File: src/rtl/pqc_reduce_pkg.sv
`default_nettype none
// ============================================================================
// Module      : pqc_reduce_pkg
// Description : Shared types and latency constants for the polynomial
//               reduction sequencer and its address generators.
// Revision    : 1.0 - initial release
// ============================================================================
package pqc_reduce_pkg;

    typedef enum logic [1:0] {
        IDLE  = 2'd0,
        RUN   = 2'd1,
        DRAIN = 2'd2,
        DONE  = 2'd3
    } red_state_t;

    localparam int RED_LAT   = 1;  // Barrett unit result latency
    localparam int RD_LAT    = 1;  // coefficient RAM read latency
    localparam int FLUSH_CYC = 2;  // flush cycles held after the abort cycle

endpackage
`default_nettype wire

File: src/rtl/reduce_addr_gen.sv
`default_nettype none
// ============================================================================
// Module      : reduce_addr_gen
// Description : Base register plus word counter; emits base + count modulo
//               2^ADDR_W. Used once for the read side and once for writeback.
// Revision    : 1.0 - initial release
// ============================================================================
module reduce_addr_gen #(
    parameter int ADDR_W = 8,
    parameter int CNT_W  = 8
) (
    input  logic              clk_i,
    input  logic              rstn_i,
    input  logic              load_i,
    input  logic [ADDR_W-1:0] base_i,
    input  logic              inc_i,
    output logic [ADDR_W-1:0] addr_o,
    output logic [CNT_W-1:0]  cnt_o
);

    logic [ADDR_W-1:0] r_base;
    logic [CNT_W-1:0]  r_cnt;

    always_ff @(posedge clk_i) begin
        if (!rstn_i) begin
            r_base <= '0;
            r_cnt  <= '0;
        end else if (load_i) begin
            r_base <= base_i;
            r_cnt  <= '0;
        end else if (inc_i) begin
            r_cnt  <= r_cnt + CNT_W'(1);
        end
    end

    // Wraps silently past the top of the address space.
    assign addr_o = r_base + ADDR_W'(r_cnt);
    assign cnt_o  = r_cnt;

endmodule
`default_nettype wire

File: src/rtl/poly_reduce_seq.sv
`default_nettype none
// ============================================================================
// Module      : poly_reduce_seq
// Description : Streams one packed polynomial from coefficient RAM through the
//               two-lane Barrett unit and writes the reduced words back.
// Revision    : 1.0 - initial release
// ============================================================================
module poly_reduce_seq
    import pqc_reduce_pkg::*;
#(
    parameter int N_WORDS = 128,
    parameter int ADDR_W  = 8
) (
    input  logic              clk_i,
    input  logic              rstn_i,
    input  logic              start_i,
    input  logic              abort_i,
    input  logic [ADDR_W-1:0] src_base_i,
    input  logic [ADDR_W-1:0] dst_base_i,
    output logic              busy_o,
    output logic              done_o,
    output logic              mem_rd_en_o,
    output logic [ADDR_W-1:0] mem_rd_addr_o,
    input  logic [31:0]       mem_rd_data_i,
    output logic              red_valid_o,
    output logic [31:0]       red_src_o,
    output logic              red_flush_o,
    input  logic              red_valid_i,
    input  logic [31:0]       red_result_i,
    output logic              mem_wr_en_o,
    output logic [ADDR_W-1:0] mem_wr_addr_o,
    output logic [31:0]       mem_wr_data_o
);

    localparam int               c_cnt_w = $clog2(N_WORDS) + 1;
    localparam int               c_fl_w  = $clog2(FLUSH_CYC + 1);
    localparam logic [c_cnt_w-1:0] c_last  = c_cnt_w'(N_WORDS - 1);
    localparam logic [c_fl_w-1:0]  c_flush = c_fl_w'(FLUSH_CYC);

    red_state_t          r_state;
    red_state_t          w_state_nxt;
    logic                r_rd_en_q;
    logic [c_fl_w-1:0]   r_flush_cnt;
    logic                w_busy;
    logic                w_abort;
    logic                w_flush;
    logic                w_rd_en;
    logic                w_wr_en;
    logic                w_load;
    logic [c_cnt_w-1:0]  w_rd_cnt;
    logic [c_cnt_w-1:0]  w_wr_cnt;

    assign w_busy  = (r_state == RUN) || (r_state == DRAIN);
    assign w_abort = abort_i & w_busy;
    // Flush covers the abort cycle itself plus the FLUSH_CYC cycles after it.
    assign w_flush = w_abort | (r_flush_cnt != '0);
    assign w_wr_en = red_valid_i & w_busy & ~w_flush;

    always_comb begin
        w_state_nxt = r_state;
        w_rd_en     = 1'b0;
        w_load      = 1'b0;
        case (r_state)
            IDLE: begin
                if (start_i) begin
                    w_state_nxt = RUN;
                    w_load      = 1'b1;
                end
            end
            RUN: begin
                if (abort_i) begin
                    w_state_nxt = IDLE;
                end else begin
                    w_rd_en = 1'b1;
                    if (w_rd_cnt == c_last) begin
                        w_state_nxt = DRAIN;
                    end
                end
            end
            DRAIN: begin
                if (abort_i) begin
                    w_state_nxt = IDLE;
                end else if (w_wr_en && (w_wr_cnt == c_last)) begin
                    w_state_nxt = DONE;
                end
            end
            DONE: begin
                w_state_nxt = IDLE;
            end
            default: begin
                w_state_nxt = IDLE;
            end
        endcase
    end

    always_ff @(posedge clk_i) begin
        if (!rstn_i) begin
            r_state     <= IDLE;
            r_rd_en_q   <= 1'b0;
            r_flush_cnt <= '0;
        end else begin
            r_state   <= w_state_nxt;
            r_rd_en_q <= w_rd_en;
            if (w_abort) begin
                r_flush_cnt <= c_flush;
            end else if (r_flush_cnt != '0) begin
                r_flush_cnt <= r_flush_cnt - c_fl_w'(1);
            end
        end
    end

    reduce_addr_gen #(
        .ADDR_W (ADDR_W),
        .CNT_W  (c_cnt_w)
    ) u_rd_addr (
        .clk_i  (clk_i),
        .rstn_i (rstn_i),
        .load_i (w_load),
        .base_i (src_base_i),
        .inc_i  (w_rd_en),
        .addr_o (mem_rd_addr_o),
        .cnt_o  (w_rd_cnt)
    );

    reduce_addr_gen #(
        .ADDR_W (ADDR_W),
        .CNT_W  (c_cnt_w)
    ) u_wr_addr (
        .clk_i  (clk_i),
        .rstn_i (rstn_i),
        .load_i (w_load),
        .base_i (dst_base_i),
        .inc_i  (w_wr_en),
        .addr_o (mem_wr_addr_o),
        .cnt_o  (w_wr_cnt)
    );

    assign busy_o        = w_busy;
    assign done_o        = (r_state == DONE);
    assign mem_rd_en_o   = w_rd_en;
    assign red_valid_o   = r_rd_en_q & ~w_flush;
    assign red_src_o     = mem_rd_data_i;
    assign red_flush_o   = w_flush;
    assign mem_wr_en_o   = w_wr_en;
    assign mem_wr_data_o = red_result_i;

endmodule
`default_nettype wire

File: config.mk
export PLATFORM = sky130hd
export DESIGN_NAME = poly_reduce_seq
export DESIGN_NICKNAME = d
export VERILOG_FILES = /design/src/rtl/pqc_reduce_pkg.sv /design/src/rtl/reduce_addr_gen.sv /design/src/rtl/poly_reduce_seq.sv
export SDC_FILE = /design/constraint.sdc
export NUM_CORES = 1
export LEC_CHECK = 0
export BUFFER_PORTS_ARGS = -buffer_cell sky130_fd_sc_hd__buf_2
export CAP_MARGIN = 20
export CORE_ASPECT_RATIO = 1.75
export CORE_MARGIN = 2
export CORE_UTILIZATION = 39
export DETAILED_ROUTE_END_ITERATION = 8
export PLACE_DENSITY_LB_ADDON = 0.25
export SETUP_SLACK_MARGIN = 0.5
export SLEW_MARGIN = 20
export SYNTH_ARGS = -nofsm -noshare
export SYNTH_HDL_FRONTEND = slang
export SYNTH_SLANG_ARGS = --single-unit
File: constraint.sdc
create_clock -name clk_i -period 1.71 [get_ports clk_i]
set_input_delay 0.171 -clock clk_i [delete_from_list [all_inputs] [get_ports clk_i]]
set_output_delay 0.171 -clock clk_i [all_outputs]
set_load 0.03 [all_outputs]
# == Word-level counts from Yosys, hierarchy flattened ==
# Index checks and enable logic that the tools add are counted.
# word_totals
out_inout_bits,86
wordCells,48
register_bits,37
inputBits,85
# classes
bitwise_logic,7
add_sub_neg,5
n_reduce_logical,8
n_eq_ne,8
n_mux,12
# op_table
cell,n
$add A8 B1 Y8 const B,2
$add A8 B8 Y8,2
$eq A8 B7 Y1 const B,2
$mux W2,7
$pmux W2 S4,1
$ne A3 B2 Y1 const B,2
$and A1 B1 Y1,4
$eq A2 B2 Y1 const B,2
$mux W1,4
$reduce_bool A2 Y1,2
$reduce_or A2 Y1,2
$reduce_and A3 Y1,1
$eq A2 B1 Y1 const B,1
$logic_not A2 Y1,1
$ne A2 B2 Y1 const B,1
$not A1 Y1,2
$sub A2 B1 Y2 const B,1
$logic_and A1 B1 Y1,1
$logic_or A1 B1 Y1,1
$or A1 B1 Y1,1

# == Logic depth before layout (Yosys ltp) ==
# depth
word_depth,10
ltp_mapped,7

# == Cells and area by module ==
# Synthesis repeated with hierarchy kept, for this count alone.
# hier_totals
cells_unflattened,304
hier_area_um2,2722.6
# by_module_without_submodules
module,n_inst,cells_each,area_each_um2,seq_area_each_um2
reduce_addr_gen at u_rd_addr,1,101,950.9,320.3
reduce_addr_gen at u_wr_addr,1,97,915.9,320.3
poly_reduce_seq,1,106,855.8,100.1

# == Worst setup path after synthesis ==
# Ideal clock, no wire load.
# synth_path
path_kind,reg-to-output
startpoint,"register u_wr_addr.r_cnt[0], in the netlist u_wr_addr.cnt_o[0]"
endpoint,output mem_wr_addr_o[6]
stages_incl_launch_ff,8
path_buffers,0
t_arrival_ns,1.996
path_slack_ns,-0.457
t_required_ns,1.539
cell_sequence,dfxtp_1 > ha_1 > inv_1 > fa_1 > nor2b_1 > o21a_1 > o21a_1 > o311ai_1
# synth_between
elab_chain_cells,1
# synth_rtl
element,line_no,source
from (decl),reduce_addr_gen.sv:22,logic [CNT_W-1:0] r_cnt;
from (signal assigned),reduce_addr_gen.sv:32,r_cnt <= r_cnt + CNT_W'(1);
$add A8 B8 Y8,reduce_addr_gen.sv:37,assign addr_o = r_base + ADDR_W'(r_cnt);
to (decl),poly_reduce_seq.sv:31,"output logic [ADDR_W-1:0] mem_wr_addr_o,"
# Every way passes these cells.

# == Worst setup path after layout ==
# layout_path
startpoint,"register u_wr_addr.r_cnt[0], in the netlist u_wr_addr.cnt_o[0]"
endpoint,output mem_wr_addr_o[4]
# The elaborated chain is that of the path after synthesis.

==> impl_metrics.csv <==
group,metric,value,unit
run_status,status,"finished with violations",
run_status,violations,"negative setup slack",
route,post_drt_wl_per_cell,14.7,microns
critical_path,reg2reg_to,"u_wr_addr.cnt_o[5]",
power_and_ir_drop,peakVddDrop,466,uV
critical_path,crit_path_top_delay_cell,"dfxtp_4",
clock_network,cts.sinks,37,
synthesis,synth_compound_area_share,10.9,%
sta,fin_ws,-0.399,ns
sta,tightest_slew,0.581,ns
global_routing,globalRouteMet1Util,16.6,%
sta,max_freq,474,MHz
global_routing,antenna_found_initial,0,
die,die-area,7570,sq um
synthesis,postSynthCellCount,331,
flow_run,cap_violations,0,
route,remaining_drc_errors,0,
die,initial_core_util,39.6,%
critical_path,startpoint,"u_wr_addr.cnt_o[0]",
synthesis,synth_top_family_by_area,"buffers and inverters",
clock_network,cts.path.max_buffers,2,
sta,whs,0.120,ns
worst_hold_path,hold_depth,3,
synthesis,yosysMostFrequentCell,"buf_4",
sta,slew-limit-headroom,61.3,%
layout,drive_gt1_share,56.1,%
layout,nets,486,
global_routing,grt_busiest_layer,"met2",
clock_network,clk_pin_slew,0.05,ns
synthesis,synth.distinct_cells,42,
placed_design,dpl_cell_area,3150,sq um
synthesis,ys_seq_area_share,27.7,%
critical_path,crit_end,"mem_wr_addr_o[4]",
route,dr_total_vias,2306,
critical_path,critical_path.max_stage_delay,0.35,ns
synthesis,synth_edf_count,0,
die,rows,40,
layout,final_area,3930,sq um
critical_path,cp.buffers_inverters,3,
global_routing,grt_pass1_wl,10.5,mm
sta,rsz0062_at_grt,"yes",
synthesis,yosys-top-cells-count,"buf_4 (64), nand2_1 (45), dfxtp_1 (37)",
synthesis,synth_mux_area_share,0.374,%
placed_design,hpwl,4.66,mm
route,dr.pass1.iters,4,
critical_path,setup.worst_path.class,"reg2out",
synthesis,netlist.area_leader.share,27.7,%
layout,n_antenna_cell,0,
clock_network,cts_tree,"built",
placed_design,io_buffers,42,
route,wirelength,6.79,mm
power_and_ir_drop,total_power,2.80,mW
sta,tns,-4.11,ns
global_routing,grtUsageMet2,35.8,%
synthesis,synth_fp_nets,439,
synthesis,synth_area,2680,sq um
synthesis,yosysTopAreaCell,"dfxtp_1",
worst_hold_path,worstHoldPathType,"in2reg",
synthesis,synth-adder-area-share,11.3,%
clock_network,postCtsHoldBufs,0,
critical_path,reg2regPathDepth,8,
route,ant_nets,0,
sta,setup-violations-final,22,
clock_network,cts_made_buffers,5,
clock_network,htreeDepth,2,
critical_path,startpoint_type,"flip-flop",
synthesis,synth-main-ff-cell,"dfxtp_1",
die,die_w,66.6,microns
layout,utilization,58.2,%
sta,fin_crit,2.11,ns
global_routing,grt_overflow,0,
global_routing,grt_max_degree,17,
critical_path,path_cells,"ha_4 -> inv_2 -> fa_2 -> nor2b_1 -> o21a_1 -> o21a_1 -> buf_6 -> nor2_4 -> buf_6",
placed_design,gp_congestion,0.814,
sta,fin_crit_sh,123,%
sta,drv_slew,0,
route,drt-initial-drc-count,31,
sta,finClkSkew,0.00298,ns
power_and_ir_drop,leakage,1.70,nW
sta,hold_viol,0,
die,die_y,114,microns
synthesis,synth-seq-cells,37,
clock_network,ctsRootBufferMaster,"clkbuf_16",
critical_path,critical_path.top_delay_family,"adder cells",
synthesis,yosys_warnings,0,
global_routing,grt_pass1_vias,2397,
global_routing,grt_usage,18.1,%
critical_path,worstPathRequired,1.54,ns
global_routing,global_route.usage.met3,3.94,%
clock_network,insertion_delay,0.28,ns
layout,area_growth,46.8,%
critical_path,r2r_start,"r_state[1]",
placed_design,dp.cells,432,
synthesis,synth.avg_cell_area,8.09,sq um
route,avgViaCountPerCell,4.99,
placed_design,dp_slack,-0.170,ns
synthesis,synth_area_leaders,"dfxtp_1 (28%), buf_4 (18%), ha_1 (9.8%)",
power_and_ir_drop,power_density,712,nW/um^2
die,fp.coreArea,6760,sq um
layout,layoutNonFillerInstCount,462,
synthesis,synthArstFlopShare,0,%
critical_path,crit_fanout,3,
synthesis,synth-xor-area-share,7.85,%
critical_path,end_kind,"output port",
synthesis,yosys.area_share.simple,20.0,%
critical_path,arrival,1.94,ns
critical_path,r2r_setup_slack,-0.20,ns
critical_path,crit_cells,9,
layout,nFillCells,610,
die,boundaryPins,171,
==> worst min-delay path, stage by stage <==
cell and delay [ns]:
buf_2 0.10, nand2_1 0.04, a21oi_1 0.05
==> cell families (layout without fill, tap and decap cells) <==
group	after synthesis	in the layout
fa+ha+maj	23	23
xor+xnor	24	24
buf+inv	90	136
simple gates	110	111
compound gates	46	46
flops	37	37
mux	1	1
==> how the worst min path moves through the flow <==
stage                     startpoint             endpoint  slack (ns)
floorplan              dst_base_i[0]  u_wr_addr.r_base[0]        0.30
global placement    red_result_i[13]    mem_wr_data_o[13]        0.34
detailed placement  red_result_i[13]    mem_wr_data_o[13]        0.34
CTS                    src_base_i[2]  u_rd_addr.r_base[2]        0.12
global route           src_base_i[2]  u_rd_addr.r_base[2]        0.12
finish                 src_base_i[2]  u_rd_addr.r_base[2]        0.12
==> layout by cell type, fill, tap and decap left out, types with 3 or more instances in the layout <==
master,synthesis,routed
and3_1,3,3
nand3_2,0,3
xor2_1,8,7
ha_1,21,8
xnor2_1,16,6
nand3_1,7,4
inv_2,1,7
ha_4,0,13
nor2_4,0,4
clkbuf_16,0,5
a21oi_2,0,3
dfxtp_4,0,4
nor2_1,21,17
inv_1,18,10
nor3_1,8,3
xnor2_2,0,9
nand2b_1,8,6
buf_4,64,45
dfxtp_2,0,17
buf_6,1,42
o21a_1,4,4
o211ai_1,3,3
dfxtp_1,37,16
buf_2,0,20
nor4_4,1,3
nand4_1,4,4
nor3_4,0,4
a21oi_1,24,18
nand2_1,45,41
a21oi_4,0,3
==> sequential cells by signal, summed over array words and instances (netlist names) <==
| name | count |
|---|---|
| u_wr_addr.r_base | 8 |
| u_rd_addr.cnt_o | 8 |
| u_wr_addr.cnt_o | 8 |
| r_state | 2 |
| u_rd_addr.r_base | 8 |
| r_flush_cnt | 2 |
| r_rd_en_q | 1 |
==> where the power goes <==
group | internal (mW) | switching [mW] | leakage [nW]
sequential | 0.907 | 0.0385 | 0.312
clock | 0.572 | 0.345 | 0.0700
combinational | 0.473 | 0.462 | 1.32
total | 1.95 | 0.846 | 1.70
==> repair_timing <==
action / CTS / global route
buffers inserted: 11 / 11
endpoints found under the hold margin: 0 / 0
resized for setup: 96 / 25
gates cloned: 0 / 1
endpoints found under the setup margin: 56 / 53
pin swaps: 39 / 29
==> layout make-up <==
class,count,area [sq um],share of cell area [%]
clock buffers,7,143,3.63
multi-input cells,205,1880,47.8
repair buffers,109,946,24.1
inverters,20,82.6,2.10
well taps,84,105,2.67
flip-flops and latches,37,777,19.8
==> per-layer routing <==
layer  part of all wire [%]  routed length (microns)  up-vias
li1                       -                        -     1132
met1                     34                     2280     1088
met2                     59                     4010       51
met3                    4.2                      283       35
met4                    3.2                      219        0
met5                      0                        0        -
Note: power is estimated with default switching activity, not from simulation.
